[config.mk]
export PLATFORM = sky130hd
export DESIGN_NAME = arbitro_gerenciador_ativos
export DESIGN_NICKNAME = d
export VERILOG_FILES = /design/src/rtl/arbitro_gerenciador_ativos_pkg.sv /design/src/rtl/arbitro_gerenciador_ativos_rr.sv /design/src/rtl/arbitro_gerenciador_ativos.sv
export SDC_FILE = /design/constraint.sdc
export NUM_CORES = 1
export LEC_CHECK = 0
export ABC_AREA = 1
export CAP_MARGIN = 10
export CORE_UTILIZATION = 43
export DETAILED_ROUTE_END_ITERATION = 12
export PLACE_DENSITY = 0.79
export REMOVE_ABC_BUFFERS = 1
export SETUP_SLACK_MARGIN = 0.15
export SLEW_MARGIN = 20
export SYNTH_ARGS = -nofsm -noshare
export SYNTH_HDL_FRONTEND = slang
export SYNTH_SLANG_ARGS = --single-unit
[constraint.sdc]
create_clock -name clk -period 2.8 [get_ports clk]
set_clock_uncertainty 0.2 [all_clocks]
set_input_delay 0.7 -clock clk [delete_from_list [all_inputs] [get_ports clk]]
set_output_delay 0.7 -clock clk [all_outputs]
set_load 0.03 [all_outputs]
[src/rtl/arbitro_gerenciador_ativos_pkg.sv]
// Shared definitions for the active-node manager arbiter: FSM state encodings and op codes.
package arbitro_gerenciador_ativos_pkg;

    localparam int STATE_WIDTH = 3;

    typedef enum logic [STATE_WIDTH-1:0] {
        ST_IDLE      = 3'd0,
        ST_EMITIR    = 3'd1,
        ST_AGUARDAR  = 3'd2,
        ST_RESPONDER = 3'd3,
        ST_PAUSA     = 3'd4
    } state_t;

    localparam logic OP_DESATIVAR = 1'b0;
    localparam logic OP_ATUALIZAR = 1'b1;

endpackage

[src/rtl/arbitro_gerenciador_ativos_rr.sv]
// Combinational round-robin search: first set request strictly after ptr, wrapping.
module arbitro_rr
    import arbitro_gerenciador_ativos_pkg::*;
#(
    parameter int NUM_REQ       = 4,
    parameter int REQ_IDX_WIDTH = 2
) (
    input  logic [NUM_REQ-1:0]       req,
    input  logic [REQ_IDX_WIDTH-1:0] ptr,
    output logic [REQ_IDX_WIDTH-1:0] grant,
    output logic                     any_req
);

    logic [REQ_IDX_WIDTH-1:0] cand;

    // i runs to NUM_REQ so the pointer itself is the last candidate searched.
    always_comb begin
        grant   = '0;
        any_req = 1'b0;
        cand    = '0;
        for (int i = 1; i <= NUM_REQ; i++) begin
            cand = REQ_IDX_WIDTH'((int'(ptr) + i) % NUM_REQ);
            if (!any_req && req[cand]) begin
                any_req = 1'b1;
                grant   = cand;
            end
        end
    end

endmodule

[src/rtl/arbitro_gerenciador_ativos.sv]
// Round-robin sharing of the active-node manager request port among NUM_REQ requesters.
// Optional wait timeout in ST_AGUARDAR is enabled with the ARBITRO_TIMEOUT_EN macro.
module arbitro_gerenciador_ativos
    import arbitro_gerenciador_ativos_pkg::*;
#(
    parameter int NUM_REQ        = 4,
    parameter int REQ_IDX_WIDTH  = 2,
    parameter int NUM_NA         = 8,
    parameter int ADR_WIDTH      = 5,
    parameter int TIMEOUT_CYCLES = 64
) (
    input  logic                         clk,
    input  logic                         rst_n,
    input  logic [NUM_REQ-1:0]           req_valid_in,
    input  logic [NUM_REQ-1:0]           req_op_in,
    input  logic [NUM_REQ*ADR_WIDTH-1:0] req_endereco_in,
    output logic [NUM_REQ-1:0]           resp_valid_out,
    output logic [NUM_NA-1:0]            resp_habilitar_out,
    output logic                         resp_erro_out,
    output logic                         desativar_out,
    output logic                         atualizar_out,
    output logic [ADR_WIDTH-1:0]         endereco_out,
    input  logic [NUM_NA-1:0]            habilitar_in,
    output logic                         ocupado_out
);

    state_t                   state_q, state_d;
    logic [REQ_IDX_WIDTH-1:0] rr_ptr_q, grant_q, rr_grant;
    logic                     rr_any;
    logic                     op_q;
    logic [ADR_WIDTH-1:0]     endereco_q;
    logic [NUM_NA-1:0]        hab_q;
    logic                     load_grant, capture;
    logic [ADR_WIDTH-1:0]     req_adr [NUM_REQ];

    for (genvar g = 0; g < NUM_REQ; g++) begin : g_adr
        assign req_adr[g] = req_endereco_in[ADR_WIDTH*g +: ADR_WIDTH];
    end

    arbitro_rr #(
        .NUM_REQ       (NUM_REQ),
        .REQ_IDX_WIDTH (REQ_IDX_WIDTH)
    ) u_rr (
        .req     (req_valid_in),
        .ptr     (rr_ptr_q),
        .grant   (rr_grant),
        .any_req (rr_any)
    );

`ifdef ARBITRO_TIMEOUT_EN
    localparam int CNT_W = $clog2(TIMEOUT_CYCLES);
    logic [CNT_W-1:0] wait_cnt_q;
    logic             erro_q;
    logic             timeout;
`endif

    always_comb begin
        state_d    = state_q;
        load_grant = 1'b0;
        capture    = 1'b0;
`ifdef ARBITRO_TIMEOUT_EN
        timeout    = 1'b0;
`endif
        case (state_q)
            ST_IDLE: begin
                if (rr_any) begin
                    load_grant = 1'b1;
                    state_d    = ST_EMITIR;
                end
            end
            ST_EMITIR:   state_d = ST_AGUARDAR;
            ST_AGUARDAR: begin
                // A response arriving on the timeout cycle still wins.
                if (habilitar_in != '0) begin
                    capture = 1'b1;
                    state_d = ST_RESPONDER;
                end
`ifdef ARBITRO_TIMEOUT_EN
                else if (wait_cnt_q == CNT_W'(TIMEOUT_CYCLES - 1)) begin
                    timeout = 1'b1;
                    state_d = ST_RESPONDER;
                end
`endif
            end
            ST_RESPONDER: state_d = ST_PAUSA;
            ST_PAUSA:     state_d = ST_IDLE;
            default:      state_d = ST_IDLE;
        endcase
    end

    always_ff @(posedge clk or negedge rst_n) begin
        if (!rst_n) begin
            state_q <= ST_IDLE;
        end else begin
            state_q <= state_d;
        end
    end

    always_ff @(posedge clk or negedge rst_n) begin
        if (!rst_n) begin
            rr_ptr_q   <= REQ_IDX_WIDTH'(NUM_REQ - 1);
            grant_q    <= '0;
            op_q       <= OP_DESATIVAR;
            endereco_q <= '0;
            hab_q      <= '0;
        end else begin
            if (load_grant) begin
                rr_ptr_q   <= rr_grant;
                grant_q    <= rr_grant;
                op_q       <= req_op_in[rr_grant];
                endereco_q <= req_adr[rr_grant];
            end
            if (capture) begin
                hab_q <= habilitar_in;
            end
`ifdef ARBITRO_TIMEOUT_EN
            else if (timeout) begin
                hab_q <= '0;
            end
`endif
        end
    end

`ifdef ARBITRO_TIMEOUT_EN
    always_ff @(posedge clk or negedge rst_n) begin
        if (!rst_n) begin
            wait_cnt_q <= '0;
            erro_q     <= 1'b0;
        end else begin
            if (state_q == ST_EMITIR) begin
                wait_cnt_q <= '0;
            end else if (state_q == ST_AGUARDAR) begin
                wait_cnt_q <= wait_cnt_q + 1'b1;
            end
            if (capture) begin
                erro_q <= 1'b0;
            end else if (timeout) begin
                erro_q <= 1'b1;
            end
        end
    end
`endif

    // Every output is a decode of registers; nothing passes straight from an input.
    always_comb begin
        resp_valid_out     = '0;
        resp_habilitar_out = '0;
        resp_erro_out      = 1'b0;
        desativar_out      = (state_q == ST_EMITIR) && (op_q == OP_DESATIVAR);
        atualizar_out      = (state_q == ST_EMITIR) && (op_q == OP_ATUALIZAR);
        endereco_out       = endereco_q;
        ocupado_out        = (state_q != ST_IDLE);
        if (state_q == ST_RESPONDER) begin
            resp_valid_out[grant_q] = 1'b1;
            resp_habilitar_out      = hab_q;
`ifdef ARBITRO_TIMEOUT_EN
            resp_erro_out           = erro_q;
`endif
        end
    end

endmodule

==> metrics.md <==
| Metric | Value |
|---|---|
| Status | `completed` |
| Final Instance Area | `roughly 2100 µm²` |
| Worst-Skew Late Latency | `around 300 ps` |
| Max frequency | `approximately 0.40 GHz` |
| CTS Buffer Depth | `2` |
| Area Growth Syn to Fin | `43.6%` |
| Async set-reset flop share out of synthesis | `between 90% and 100%` |
| First-pass iteration count of the detailed router | `5` |
| Initial Util | `between 40% and 50%` |
| Clock Pin Slew Worst Setup and Hold Paths | `roughly 120 ps` |
| Worst Hold Class | `reg -> reg` |
| Largest net degree at the start of global routing | `22` |
| GPL Wtd Cong | `around 0.84` |
| Die area | `3690 µm²` |
| Hold WS | `301 ps` |
| Worst path slowest cell | `dfrtp_1` |
| # nets final | `333` |
| Antenna Cells | `0` |
| RSZ-0062 raised after global routing | `no` |
| Inserted Clock Buffers | `3` |
| Seq. cell area | `about 530 µm²` |
| Post-Synth Adder-Cell Area | `0%` |
| Fill cell count | `approximately 320` |
| Crit-path max FO | `12` |
| Static Leak | `~1.2 nW` |
| Area of the multi-input gates | `711 µm²` |
| Post-synthesis compound-gate area fraction | `roughly 4.7%` |
| GRT Total Usage | `about a fifth` |
| Global-route wire length before repair | `about 5.6 mm` |
| Starting DRT DRC Count | `68` |
| Yosys cell types | `24` |
| CTS hold repair buffers | `0` |
| Grt total ovfl | `0` |
| Average cell area after synthesis | `6.43 µm²` |
| Critical Path Source Type | `flop` |
| Critical path arrival | `~1600 ps` |
| Required time worst endpoint | `about 1900 ps` |
| Max Cap Viol | `0` |
| H-tree depth | `1` |
| Dpl hpwl | `around 2.7 mm` |
| Peak supply drop | `between 600 and 700 µV` |
| Crit share post-route | `roughly 89%` |
| Largest family of logic cells by synthesized area | `simple AND/OR/NAND/NOR gates` |
| CTS Sinks | `21` |
| Die height | `around 61 µm` |
| Final ANT Viol Nets | `0` |
| Layout cell share with drive strength beyond 1 | `between 15 and 20%` |
| Number of global-route vias before repair | `1,452` |
| Drt wl/cell | `9.83 µm` |
| Initial antenna violation count | `0` |
| Sequential share of the synthesized area | `35.6%` |
| Setup-failing EPs final | `0` |
| Syn. warnings | `0` |
| Rows | `20` |
| Slew Viols, Final | `0` |
| Critical Path End Type | `primary output` |
| Ys flop type | `dfrtp_1` |
| DRC | `0` |
| Largest stage delay on the critical path | `~430 ps` |
| Via count | `roughly 1.5k` |
| Placed cell area | `2130 µm²` |
| CP Cell Sequence | `nor3_2 > inv_2 > nor3_1 > clkdlybuf4s15_2` |
| Post-Synth XOR/XNOR Area | `0%` |
| Pwr/cell area | `about 1100 nW/µm²` |
| Core Box Area | `between 3000 and 4000 µm²` |
| Simple-Gate Fraction of Synth Area | `a little over two fifths` |
| Routed WL | `3.32 mm` |
| TritonCTS clock tree | `done` |
| IO Count | `59` |
| Syn Std Cell Area | `1490 µm²` |
| CP Class | `reg -> out` |
| Post-synth EDFFs | `0` |
| Multiplexer share of the synthesized area | `0%` |
| Setup_tns | `0 ps` |
| Via/cell ratio | `between 4 and 5` |
| CTS root buf | `clkbuf_4` |
| Port Buffers | `57` |
| DIE WIDTH | `about 61 µm` |
| Tmin final | `2500 ps` |
| Fin. Hold Viols | `0` |
| Cells after synthesis | `231` |
| Synth Register Bits | `21` |
worst max-delay path: cells and delay by family (launching register included):
family	cells	cell delay (ps)
buf+inv	2	460
flops	1	430
simple gates	2	400
cells in the final DEF (no fill, tap or decap):
master,Yosys,final
a21oi_1,1,1
buf_4,3,9
clkbuf_2,0,7
clkbuf_4,0,3
clkdlybuf4s15_2,0,5
clkdlybuf4s50_1,0,42
clkinv_2,0,1
conb_1,1,1
dfrtp_1,19,19
dfstp_2,2,2
dlygate4sd2_1,0,1
dlymetal6s2s_1,0,2
inv_1,49,48
inv_2,0,1
inv_4,1,1
inv_6,1,1
nand2_1,67,67
nand2_2,9,9
nand2_4,2,2
nand3_1,24,24
nand3_2,1,1
nand4_1,3,3
nor2_1,15,15
nor2_4,1,1
nor3_1,7,6
nor3_2,0,1
o21ai_0,12,12
o21ai_1,1,1
or2_0,4,4
or2_1,3,3
or2_2,1,1
cells in the mapped netlist (2+ instances only):
cell,number,share of area (%)
buf_4,3,1.5
buf_6,2,1.5
clkbuf_1,2,0.51
dfrtp_1,19,32
dfstp_2,2,3.5
inv_1,49,12
nand2_1,67,17
nand2_2,9,3.8
nand2_4,2,1.5
nand3_1,24,8.1
nand4_1,3,1.3
nor2_1,15,3.8
nor3_1,7,2.4
o21ai_0,12,4.0
or2_0,4,1.7
or2_1,3,1.3
cell type report:
class | count | share of cell area, %
inverters | 51 | 9.33
repair buffers | 66 | 28.7
clock buffers | 3 | 1.06
multi-input cells | 152 | 33.3
flip-flops and latches | 21 | 24.8
clock inverters | 1 | 0.235
well taps | 44 | 2.58
cell families after synthesis:
group	count (synthesis)
compound gates	14
flops	21
buf+inv	58
other cells	1
simple gates	137
path summary, 6_finish.rpt:
kind | startpoint | endpoint | slack [ps] | cells past startpoint
worst min-delay path | hab_q[3] | hab_q[3] | 300 | 2
worst max-delay path | state_q[2] | resp_valid_out[3] | 300 | 4
max in group asynchronous | rst_n | rr_ptr_q[0] | 1620 | 2
worst max register to register | rr_ptr_q[0] | endereco_out[4] | 560 | 13
min in group asynchronous | rst_n | hab_q[1] | 520 | 2
worst min register to register | hab_q[3] | hab_q[3] | 300 | 2
what timing repair did:
action                     4_1_cts  5_1_grt
setup endpoints to repair       13       14
setup buffers                    0        0
gates resized for setup         34       11
pin swaps                        0        0
where the power goes:
group / switching [mW] / internal (mW) / leakage (nW)
Sequential: 0.125 / 0.472 / 0.256
Combinational: 1.01 / 0.661 / 0.882
Clock: 0.0892 / 0.0532 / 0.0177
Total: 1.23 / 1.19 / 1.16
metrics by stage:
| step | setup WS (ps) | utilization, % | instances | power, mW |
|---|---|---|---|---|
| 2_1_floorplan | 445 | - | 224 | 1.69 |
| 3_3_place_gp | 108 | 67.4 | 334 | 2.28 |
| 3_5_place_dp | 79.7 | 67.4 | 334 | 2.31 |
| 4_1_cts | 151 | 68.5 | 338 | 2.44 |
| 5_1_grt | 183 | 67.7 | 338 | 2.67 |
| 6_report | 303 | 67.7 | 338 | 2.41 |
layer usage:
layer  GRT usage, %  vias to the layer above  share of wire, %
met1           25.5                      668                46
li1               -                      813                 -
met5              0                        -                 0
met4           2.92                        0              0.57
met3           2.56                        2               3.5
met2           36.4                       46                50
sequential cells by signal (all words and copies together), names as in the netlist:
register      flops
hab_q             8
endereco_out      5
state_q           3
grant_q           2
rr_ptr_q          2
op_q              1
Note: power is estimated with default switching activity, not from simulation.
